**config.mk**
```make
export PLATFORM = sky130hd
export DESIGN_NAME = nvdla_glb_intr_coalesce
export DESIGN_NICKNAME = d
export VERILOG_FILES = /design/src/rtl/nvdla_glb_intr_coalesce.sv
export SDC_FILE = /design/constraint.sdc
export NUM_CORES = 1
export LEC_CHECK = 0
export ABC_AREA = 1
export CAP_MARGIN = 5
export CORE_MARGIN = 3
export CORE_UTILIZATION = 40
export DETAILED_ROUTE_END_ITERATION = 12
export PLACE_DENSITY_LB_ADDON = 0.12
export SYNTH_ARGS = -nofsm -noshare
export SYNTH_HDL_FRONTEND = slang
export SYNTH_SLANG_ARGS = --single-unit
export TNS_END_PERCENT = 1
```
**constraint.sdc**
```tcl
create_clock -name nvdla_core_clk -period 8.3 [get_ports nvdla_core_clk]
set_clock_uncertainty 0.05 [all_clocks]
set_input_delay 1.66 -clock nvdla_core_clk [delete_from_list [all_inputs] [get_ports nvdla_core_clk]]
set_output_delay 1.66 -clock nvdla_core_clk [all_outputs]
set_load 0.02 [all_outputs]
```
**src/rtl/nvdla_glb_intr_coalesce.sv**
```systemverilog
// GLB interrupt coalescer: sticky per-source status with SW set / W1C,
// per-bit mask, and a direct or count/timeout coalesced core interrupt.
// Optional overflow tracking is built when NVDLA_GLB_INTR_OVF_EN is defined;
// otherwise src_ovf is tied to 0 and no overflow flops exist.

// Per-source sticky status bit; exports its next value so the top can
// build the same-cycle active term without duplicating the priority logic.
module nvdla_glb_intr_bit (
    input  logic nvdla_core_clk,
    input  logic nvdla_core_rst,
    input  logic src_q,
    input  logic set_i,
    input  logic clr_i,
    output logic status_nxt,
    output logic status
);
    // set (HW or SW) beats clear
    assign status_nxt = (src_q | set_i) ? 1'b1 : (clr_i ? 1'b0 : status);

    // status register
    always_ff @(posedge nvdla_core_clk) begin
        if (nvdla_core_rst) status <= 1'b0;
        else                status <= status_nxt;
    end
endmodule

module nvdla_glb_intr_coalesce #(
    parameter int NUM_SRC = 16,
    parameter int CNT_W   = 8,
    parameter int TMR_W   = 16
) (
    input  logic               nvdla_core_clk,
    input  logic               nvdla_core_rst,
    input  logic [NUM_SRC-1:0] src_pulse,
    input  logic               sw_set_vld,
    input  logic               sw_clr_vld,
    input  logic [NUM_SRC-1:0] sw_wdat,
    input  logic [NUM_SRC-1:0] mask,
    input  logic               cfg_coal_en,
    input  logic [CNT_W-1:0]   cfg_coal_thresh,
    input  logic [TMR_W-1:0]   cfg_coal_timeout,
    output logic [NUM_SRC-1:0] status,
    output logic [NUM_SRC-1:0] src_ovf,
    output logic               core_intr
);
    localparam int EVT_W = $clog2(NUM_SRC + 1);
    localparam int SUM_W = ((CNT_W > EVT_W) ? CNT_W : EVT_W) + 1;
    localparam logic [CNT_W-1:0] CNT_MAX = '1;
    localparam logic [TMR_W-1:0] TMR_MAX = '1;

    typedef enum logic [1:0] {ST_IDLE, ST_ACCUM, ST_ASSERT} state_t;

    state_t             state, state_nxt;
    logic [NUM_SRC-1:0] src_q;
    logic [NUM_SRC-1:0] status_nxt;
    logic [NUM_SRC-1:0] set_v, clr_v;
    logic [CNT_W-1:0]   evt_cnt, evt_cnt_nxt, evt_base, cnt_sum, thresh_eff;
    logic [TMR_W-1:0]   timer, timer_nxt, timer_inc;
    logic [SUM_W-1:0]   cnt_sum_w;
    logic [EVT_W-1:0]   new_evt;
    logic               active_nxt;
    logic               core_intr_nxt;

    assign set_v = {NUM_SRC{sw_set_vld}} & sw_wdat;
    assign clr_v = {NUM_SRC{sw_clr_vld}} & sw_wdat;

    // single input flop stage on the engine done pulses
    always_ff @(posedge nvdla_core_clk) begin
        if (nvdla_core_rst) src_q <= '0;
        else                src_q <= src_pulse;
    end

    genvar gi;
    generate
        for (gi = 0; gi < NUM_SRC; gi++) begin : g_bit
            nvdla_glb_intr_bit u_bit (
                .nvdla_core_clk (nvdla_core_clk),
                .nvdla_core_rst (nvdla_core_rst),
                .src_q          (src_q[gi]),
                .set_i          (set_v[gi]),
                .clr_i          (clr_v[gi]),
                .status_nxt     (status_nxt[gi]),
                .status         (status[gi])
            );
        end
    endgenerate

    assign active_nxt = |(status_nxt & ~mask);

    // count unmasked HW events this cycle (SW sets never count)
    always_comb begin
        new_evt = '0;
        for (int i = 0; i < NUM_SRC; i++)
            new_evt = new_evt + EVT_W'(src_q[i] & ~mask[i]);
    end

    // saturating accumulate; IDLE starts from zero so one adder serves both
    assign evt_base   = (state == ST_ACCUM) ? evt_cnt : '0;
    assign cnt_sum_w  = SUM_W'(evt_base) + SUM_W'(new_evt);
    assign cnt_sum    = (cnt_sum_w > SUM_W'(CNT_MAX)) ? CNT_MAX : cnt_sum_w[CNT_W-1:0];
    assign timer_inc  = (timer == TMR_MAX) ? TMR_MAX : timer + TMR_W'(1);
    assign thresh_eff = (cfg_coal_thresh == '0) ? CNT_W'(1) : cfg_coal_thresh;

    // coalescing next-state; leaving to IDLE always clears the counters
    always_comb begin
        state_nxt   = state;
        evt_cnt_nxt = evt_cnt;
        timer_nxt   = timer;
        if (!cfg_coal_en) begin
            state_nxt   = ST_IDLE;
            evt_cnt_nxt = '0;
            timer_nxt   = '0;
        end else begin
            case (state)
                ST_IDLE: begin
                    if (new_evt != '0) begin
                        evt_cnt_nxt = cnt_sum;
                        timer_nxt   = '0;
                        state_nxt   = (cnt_sum >= thresh_eff) ? ST_ASSERT : ST_ACCUM;
                    end
                end
                ST_ACCUM: begin
                    evt_cnt_nxt = cnt_sum;
                    timer_nxt   = timer_inc;
                    if (!active_nxt) begin
                        state_nxt   = ST_IDLE;
                        evt_cnt_nxt = '0;
                        timer_nxt   = '0;
                    end else if ((cnt_sum >= thresh_eff) ||
                                 ((cfg_coal_timeout != '0) && (timer_inc >= cfg_coal_timeout))) begin
                        state_nxt = ST_ASSERT;
                    end
                end
                ST_ASSERT: begin
                    if (!active_nxt) begin
                        state_nxt   = ST_IDLE;
                        evt_cnt_nxt = '0;
                        timer_nxt   = '0;
                    end
                end
                default: begin
                    state_nxt   = ST_IDLE;
                    evt_cnt_nxt = '0;
                    timer_nxt   = '0;
                end
            endcase
        end
    end

    assign core_intr_nxt = cfg_coal_en ? (state_nxt == ST_ASSERT) : active_nxt;

    // FSM, counters and registered interrupt
    always_ff @(posedge nvdla_core_clk) begin
        if (nvdla_core_rst) begin
            state     <= ST_IDLE;
            evt_cnt   <= '0;
            timer     <= '0;
            core_intr <= 1'b0;
        end else begin
            state     <= state_nxt;
            evt_cnt   <= evt_cnt_nxt;
            timer     <= timer_nxt;
            core_intr <= core_intr_nxt;
        end
    end

`ifdef NVDLA_GLB_INTR_OVF_EN
    // overflow: a new pulse lands on an already-set bit with no clear pending
    always_ff @(posedge nvdla_core_clk) begin
        if (nvdla_core_rst) src_ovf <= '0;
        else                src_ovf <= (src_q & status & ~clr_v) | (src_ovf & ~clr_v);
    end
`else
    assign src_ovf = '0;
`endif

endmodule
```
# After elaboration in Yosys (flattened, before gate mapping)
# Cells that the tools add are included.
[classes] n_eq_ne=6 n_mux=52 n_lt_le_gt_ge=3 reduce_logical=9 add_sub_neg=17 bitwise_logic=53
[ops] cell="AND 1 x 5 -> 5 bit" count=16
[ops] cell="NOT 1 -> 5 bit" count=16
[ops] cell="adder 5 bit" count=15
[ops] cell="2-to-1 mux 16 bit" count=4
[ops] cell="AND 16 bit" count=3
[ops] cell="2-to-1 mux 8 bit" count=6
[ops] cell="one-hot mux 16 bit (3 select lines)" count=1
[ops] cell="2-to-1 mux 1 bit" count=33
[ops] cell="one-hot mux 8 bit (3 select lines)" count=1
[ops] cell="adder 16 x 1 -> 16 bit, second input constant" count=1
[ops] cell="== test 16 bit, second input constant" count=1
[ops] cell="greater-or-equal comparator 16 bit" count=1
[ops] cell="NOT 16 bit" count=1
[ops] cell="bitwise OR 1 bit" count=16
[ops] cell="nonzero test 16 bit" count=1
[ops] cell="OR reduction 16 bit" count=1
[ops] cell="2-to-1 mux 2 bit" count=6
[ops] cell="adder 8 x 5 -> 9 bit" count=1
[ops] cell="> comparator 9 x 8 -> 1 bit, second input constant" count=1
[ops] cell="greater-or-equal comparator 8 bit" count=1
[ops] cell="zero test 8 bit" count=1
[ops] cell="one-hot mux 2 bit (3 select lines)" count=1
[ops] cell="nonzero test 5 bit" count=1
[ops] cell="== test 2 bit, second input constant" count=2
[ops] cell="other kinds (8)" count=9
[totals] register_bits=59 in_bits=77

# Depth between registers and ports, before layout
# Gate-level depths: netlist of the first run.
[logic_depth] depth_word=28 mapped_depth=37

# By module
# From an unflattened synthesis of the first run, not the netlist that was laid out.
[hier_totals] cells_unflattened=724 hier_area_um2=4752.1
[by_module_without_submodules] mod="nvdla_glb_intr_coalesce" seq_area_each_um2=860.8 instances=1 area_each_um2=3971.3 cells_per_inst=628
[by_module_without_submodules] mod="nvdla_glb_intr_bit" seq_area_each_um2=20.0 instances=16 area_each_um2=48.8 cells_per_inst=6

# Least setup slack after synthesis of the first run
# Ideal clock, no wire load.
[synth_path] kind="input-to-reg" start="in mask[0]" end="reg core_intr" stages=30 t_arrival_ns=6.856 path_buffers=0 path_slack_ns=1.280 setup_time_ns=0.114 cell_sequence="nor2_1 fa_1 inv_1 fa_1 fa_1 inv_1 fa_1 ha_1 inv_1 fa_1 xor2_1 inv_1 ha_1 nand3_1 nand2_1 nand2_1 a21oi_1 nand2_1 inv_1 or2_2 ha_1 a21oi_1 o21a_1 o21bai_1 nor2_1 nor2_1 nor2_1 nand2_1 nand2_1 nand2_1"
[synth_via] elab_chain_cells=28 word_cells_on_any_way=35 classes_between="add/sub: 16; order compare: 2; eq/ne: 1; mux: 9; bitwise: 4; reduce/logical: 3"
[synth_rtl] item="start: declaration" line="38" rtl="input logic [NUM_SRC-1:0] mask,"
[synth_rtl] item="NOT 1 -> 5 bit" line="94" rtl="new_evt = new_evt + EVT_W'(src_q[i] & ~mask[i]);"
[synth_rtl] item="AND 1 x 5 -> 5 bit" line="94"
[synth_rtl] item="adder 5 bit (15 in series)" line="94"
[synth_rtl] item="adder 8 x 5 -> 9 bit" line="99" rtl="assign cnt_sum_w = SUM_W'(evt_base) + SUM_W'(new_evt);"
[synth_rtl] item="> comparator 9 x 8 -> 1 bit" line="100" rtl="assign cnt_sum = (cnt_sum_w > SUM_W'(CNT_MAX)) ? CNT_MAX : cnt_sum_w[CNT_W-1:0];"
[synth_rtl] item="2-to-1 mux 8 bit" line="100"
[synth_rtl] item="greater-or-equal comparator 8 bit" line="119, 129"
[synth_rtl] item="logical OR 1 bit" line="129" rtl="end else if ((cnt_sum >= thresh_eff) ||"
[synth_rtl] item="2-to-1 mux 2 bit" line="129"
[synth_rtl] item="2-to-1 mux 2 bit" line="125" rtl="if (!active_nxt) begin"
[synth_rtl] item="one-hot mux 2 bit (3 select lines)" line="114" rtl="case (state)"
[synth_rtl] item="2-to-1 mux 2 bit" line="109" rtl="if (!cfg_coal_en) begin"
[synth_rtl] item="== test 2 bit" line="150" rtl="assign core_intr_nxt = cfg_coal_en ? (state_nxt == ST_ASSERT) : active_nxt;"
[synth_rtl] item="2-to-1 mux 1 bit (*)" line="150"
[synth_rtl] item="end signal: assignment" line="163" rtl="core_intr <= core_intr_nxt;"
[synth_rtl] item="end: declaration" line="44" rtl="output logic core_intr"
# Every way passes the cells marked *; elsewhere a longest branch is shown, timed or not.
# A chain may end at the register's enable or synchronous reset.

# Worst setup path after layout of the first run
# Same ends and word-level chain as after synthesis.

==> metrics.yaml, run 1 <==
grt_pass1_wl_mm: 19.1
drt_iter0_drc: 160
setup_viol: 0
finalHoldViolCount: 0
power.density_nw_per_um2: 180
yosysWarningCount: 0
synthToLayoutAreaGrowth_pct: 25.1
nets: 885
die-area_um2: 13000
ctsHtreeMaxLevel: 3
grt_pass1_vias: 4256
cts-hold-fix-buffers: 0
crit_path_max_fanout: 6
yosys.area.top_type: "dfxtp_1"
place_congestion: 0.846
clk_path_buf_depth: 2
crit_slowest_cell: "fa_1"
io-pin-count: 110
dp.cells: 891
crit_top_cell: "nand2_1"
rsz0062_at_grt: "no"
num_vias: 4284
peakVddDrop_mv: 0.0928
cts.clk_slew.worst_paths_ns: 0.06
tritoncts: "built"
grt-ovfl-total: 0
multi_input_area_um2: 2740
finalMaxSlewViolations: 0
fin_tns_setup_ns: 0
end_kind: "flip-flop"
drive_above_1_share_pct: 11.2
max_freq_mhz: 132
regArea_um2: 1180
n_antenna_cell: 0
io_buffers: 93
outcome: "complete, no violations"
cts_root_buf: "clkbuf_16"
drv_cap: 0
synth_seq_area_share_pct: 25.2
ys_types: 35
via_per_inst: 4.72
drt_wl_total_mm: 11.5
slowest_delay_ns: 0.55
max_slew_margin_pct: 36.6
critPathTopFamily: "adder cells"
synth_seq_cells: 59
cp.arrival_ns: 7.72
min_period_ns: 7.55
drc: 0
grt_max_degree: 33
wl_per_cell_um: 12.7
first_pass_iters: 4
die_h_um: 114
die_w_um: 114
place_hpwl_mm: 9.10
rows: 38
grt_usage_pct: 18.2
cts_resized: 0
critPathBufInv: 6
power.leakage_nw: 2.82
synth_top_area_share_pct: 25.2
power_mw: 1.05
worst_slew_pin_slew_ns: 0.947
core_area_um2: 11100
postCtsSetupRepairBufs: 0
netlist_area_um2: 4690
setup.worst_path.class: "in -> reg"
start_util_pct: 42.1
final_cell_mix: "157 x nand2_1, 124 x inv_1, 93 x clkdlybuf4s50_1"
hold_class: "reg -> reg"
antenna_left: 0
layoutNonFillerInstCount: 907
period_share_pct: 91.0
syn_avg_cell_area_um2: 6.83
final_common_cell: "nand2_1"
worst_ep_required_time_ns: 8.47
cts_made_buffers: 9
synthTopCellsByArea: "dfxtp_1 25%, nand2_1 13%, inv_1 9.9%, ha_1 9.3%, buf_4 5.1%"
fillers: 1102
antenna_found_initial: 0
start_kind: "primary input"
cts.sinks: 59
clock_latency_ns: 0.33
syn_inst: 686
worst register-to-register path, delay by kind of cell, from the launching register on:
family | cells | cell delay (ns)
adder cells (fa/ha/maj) | 8 | 3.36
AND/OR/NAND/NOR | 12 | 1.30
flip-flops | 1 | 0.29
AO/OA/AOI/OAI | 4 | 0.43
XOR/XNOR | 1 | 0.21
buffers and inverters | 6 | 0.38
layer usage:
| metal | global-route usage [%] | vias to the layer above | part of all wire, % |
|---|---|---|---|
| li1 | - | 2247 | - |
| met1 | 23.4 | 1933 | 46 |
| met2 | 31.3 | 95 | 48 |
| met3 | 3.59 | 9 | 4.8 |
| met4 | 4.43 | 0 | 0.81 |
| met5 | 0 | - | 0 |
cell families (layout without fill, tap and decap cells):
| family | count (synthesis) | after routing | share of synthesized area [%] |
|---|---|---|---|
| AOI/OAI and AO/OA | 87 | 87 | 11.9 |
| other | 1 | 16 | 0.0800 |
| buffers and inverters | 171 | 237 | 17.6 |
| and+or+nand+nor | 315 | 315 | 29.9 |
| xor gates and xnor gates | 7 | 7 | 1.31 |
| DFF | 59 | 59 | 25.2 |
| adders and majority gates | 46 | 46 | 14.0 |
flip-flops by register name, summed over array words and instances, names as in the netlist:
register / flops
g_bit.u_bit.status: 16
core_intr: 1
evt_cnt: 8
state: 2
timer: 16
src_q: 16
power breakdown:
part           internal (mW)  switching [mW]
registers              0.299         0.00865
logic                  0.121           0.185
clock network          0.296           0.145
cell type report:
class | instances | area share (%)
flip-flops and latches | 59 | 20.1
inverters | 126 | 8.07
clock inverters | 7 | 2.13
clock buffers | 9 | 3.84
multi-input cells | 471 | 46.7
well taps | 140 | 2.99
repair buffers | 95 | 16.1
worst paths after layout:
path / from / endpoint / slack [ns] / depth (start not counted)
setup reg to reg: src_q[0]$_SDFF_PP0_ / core_intr$_SDFF_PP0_ / 2.18 / 31
setup / recovery: mask[0] / core_intr$_SDFF_PP0_ / 0.75 / 31
hold reg to reg: evt_cnt[4]$_SDFFE_PP0P_ / evt_cnt[4]$_SDFFE_PP0P_ / 0.42 / 2
hold / removal: evt_cnt[4]$_SDFFE_PP0P_ / evt_cnt[4]$_SDFFE_PP0P_ / 0.42 / 2
through the flow:
step,setup slack (ns),utilization [%],hold WS [ns],area (µm²)
floorplan,1.28,-,0.390,4740
global placement,0.535,49.6,0.402,5510
detailed placement,0.422,49.6,0.409,5510
CTS,0.756,52.7,0.419,5860
global route,0.244,52.7,0.442,5860
finish,0.751,52.7,0.418,5860
cells in the mapped netlist, drive strengths merged:
cell,n
a21o,1
a21oi,51
a31oi,13
a41o,1
buf,39
clkbuf,6
conb,1
dfxtp,59
fa,11
ha,35
inv,126
nand2,193
nand3,32
nand4,6
nor2,66
nor3,8
nor4,6
o21a,2
o21ai,15
o21bai,2
o22ai,1
o31ai,1
or2,4
xnor2,2
xor2,5
No activity file was read; power rests on OpenSTA's default activity.
==> inputs of run 2 (changes only) <==
SYNTH_HIERARCHICAL = 1   (was default)
==> metrics.yaml, run 2 <==
antenna_left: 0  # unchanged
async_flop_share_pct: 0  # unchanged
end_kind: "flip-flop"
synth.top_cells.by_count: "177 x nand2_1, 154 x inv_1, 59 x dfxtp_1, 58 x nor2_1, 37 x a21oi_1"
io_buffers: 93  # unchanged
drv_cap: 0  # unchanged
regArea_um2: 1180  # unchanged
fillers: 1161  # +5.4%
cts.sinks: 59  # unchanged
fin_tns_setup_ns: 0  # unchanged
ys_types: 40  # +14%
cp.arrival_ns: 7.97  # +0.25 ns
critPathBufInv: 6  # unchanged
antenna_found_initial: 0  # unchanged
clock_latency_ns: 0.33  # about the same
cp-startpoint: "mask[0]"
yosysWarningCount: 6  # +6
postLayoutSetupSlackWorst_ns: 0.503  # -0.248 ns
n_antenna_cell: 0  # unchanged
ctsHtreeMaxLevel: 3  # unchanged
postCtsSetupRepairBufs: 0  # unchanged
crit_slowest_cell: "fa_1"
yosys.area.top_type: "dfxtp_1"
start_kind: "primary input"
cts_root_buf: "clkbuf_16"
slowest_delay_ns: 0.56  # about the same
synth_seq_area_share_pct: 24.9  # -0.35 points
via_per_inst: 4.59  # -2.9%
synth_seq_cells: 59  # unchanged
io-pin-count: 110  # unchanged
finalMaxSlewViolations: 0  # unchanged
clk_path_buf_depth: 2  # unchanged
hold_class: "reg -> reg"
start_util_pct: 41.3  # -0.85 points
peakVddDrop_mv: 0.0764  # -18%
grt_busiest_layer: "met2"
reg2reg_to: "core_intr$_SDFF_PP0_"
r2r_start: "src_q[0]$_SDFF_PP0_"
reg_top3: "g_bit.u_bit/status (16), src_q (16), timer (16)"
rsz0062_at_grt: "no"
grtUsageMet3_pct: 3.00  # -0.59 points
core_area_um2: 11500  # +3.5%
die_w_um: 115  # +0.67%
cts.clk_slew.worst_paths_ns: 0.05  # about the same
power.leakage_nw: 3.12  # +11%
crit_path_max_fanout: 6  # unchanged
setup.worst_path.class: "in -> reg"
netlist_area_um2: 4750  # +1.4%
met2_usage_pct: 30.3  # -0.98 points
drc: 0  # unchanged
synth_most_common_cell: "nand2_1"
endpoint: "core_intr$_SDFF_PP0_"
synth_edf_count: 0  # unchanged
synth_flop_cell: "dfxtp_1"
drt_wl_total_mm: 11.6  # +0.84%
grt_use_met1_pct: 23.2  # -0.17 points
drive_above_1_share_pct: 11.6  # +0.36 points
synth_top_area_share_pct: 24.9  # -0.35 points
wl_per_cell_um: 12.0  # -5.1%
first_pass_iters: 4  # unchanged
reg2regPathDepth: 31  # unchanged
min_period_ns: 7.80  # +0.248 ns
worst_ep_required_time_ns: 8.47  # about the same
tritoncts: "built"
cts-hold-fix-buffers: 0  # unchanged
grt_pass1_vias: 4273  # +0.40%
r2r_slack_ns: 1.97  # -0.21 ns
num_vias: 4421  # +3.2%
period_share_pct: 93.9  # +3.0 points
outcome: "complete, no violations"
max_freq_mhz: 128  # -3.2%
grt-ovfl-total: 0  # unchanged
critPathTopFamily: "adder cells"
place_hpwl_mm: 9.28  # +2.0%
multi_input_area_um2: 2800  # +2.4%
cts_resized: 0  # unchanged
finalHoldViolCount: 0  # unchanged
die_h_um: 115  # +0.67%
grt_pass1_wl_mm: 19.1  # about the same
syn_avg_cell_area_um2: 6.56  # -3.9%
syn_inst: 724  # +5.5%
max_slew_margin_pct: 26.7  # -9.9 points
final_common_cell: "nand2_1"
cts_made_buffers: 9  # unchanged
nets: 939  # +6.1%
die-area_um2: 13200  # +1.3%
synthToLayoutAreaGrowth_pct: 26.6
place_congestion: 0.876  # +3.5%
grt_max_degree: 35  # +6.1%
synthTopCellsByArea: "dfxtp_1 25%, nand2_1 14%, inv_1 12%, ha_1 9.2%, fa_1 4.6%"
rows: 39  # +2.6%
crit_top_cell: "nand2_1"
place_ws_ns: 0.223  # -0.199 ns
grt_usage_pct: 18.0  # -0.11 points
final_cell_mix: "177 x nand2_1, 154 x inv_1, 93 x clkdlybuf4s50_1"
drt_iter0_drc: 261  # +63%
power.density_nw_per_um2: 157  # -12%
setup_viol: 0  # unchanged
path_depth: 31  # unchanged
worst_slew_pin_slew_ns: 1.10  # +0.152 ns
run 2: worst reg2reg max path, delay by kind of cell (launching register included):
kind            cells  cell delay, ns
buf+inv             6            0.38
simple gates       13            1.55
xor+xnor            1            0.21
flops               1            0.31
compound gates      3            0.33
fa+ha+maj           8            3.41
run 2: stage by stage:
step | utilization, % | power [mW] | hold slack (ns) | instance area, µm² | std cells
after floorplan | - | 0.514 | 0.389 | 4810 | 739
after detailed placement | 49.9 | 0.611 | 0.404 | 5740 | 948
after global routing | 52.3 | 1.02 | 0.437 | 6020 | 964
after global placement | 49.9 | 0.603 | 0.403 | 5740 | 948
final | 52.3 | 0.947 | 0.412 | 6020 | 964
after CTS | 52.3 | 0.961 | 0.412 | 6020 | 964
run 2: power by group:
part | switching [mW] | internal [mW]
Clock | 0.125 | 0.217
Sequential | 0.0104 | 0.299
Combinational | 0.177 | 0.118
Total | 0.312 | 0.635
run 2: kinds of logic (layout without fill, tap and decap cells):
logic type,after synthesis,after routing,synth area share (%)
buffers and inverters,199,281,17.3
flip-flops,59,59,24.9
other,1,16,0.0789
AO/OA/AOI/OAI,85,85,11.4
XOR/XNOR,6,6,1.11
AND/OR/NAND/NOR,328,328,31.4
adder cells (fa/ha/maj),46,46,13.8
run 2: how the worst min path moves through the flow:
stage                             from                 endpoint  depth (start not counted)
6_report       evt_cnt[0]$_SDFFE_PP0P_  evt_cnt[0]$_SDFFE_PP0P_                          2
3_5_place_dp   evt_cnt[0]$_SDFFE_PP0P_  evt_cnt[0]$_SDFFE_PP0P_                          2
4_1_cts        evt_cnt[0]$_SDFFE_PP0P_  evt_cnt[0]$_SDFFE_PP0P_                          2
3_3_place_gp   evt_cnt[3]$_SDFFE_PP0P_  evt_cnt[3]$_SDFFE_PP0P_                          2
5_1_grt        evt_cnt[5]$_SDFFE_PP0P_  evt_cnt[5]$_SDFFE_PP0P_                          2
2_1_floorplan  evt_cnt[0]$_SDFFE_PP0P_  evt_cnt[0]$_SDFFE_PP0P_                          2
run 2: final cells by class:
type	count	area share, %
Inverter	171	10.7
Multi-Input combinational cell	481	46.6
Tap cell	143	2.97
Clock buffer	14	4.39
Timing Repair Buffer	94	15.6
Clock inverter	2	0.166
Sequential cell	59	19.6
run 2: metal layers:
metal / vias to the layer above / wire length (µm)
met3: 9 / 600
met5: - / 0
met2: 106 / 5450
met4: 0 / 110
li1: 2344 / -
met1: 1962 / 5420
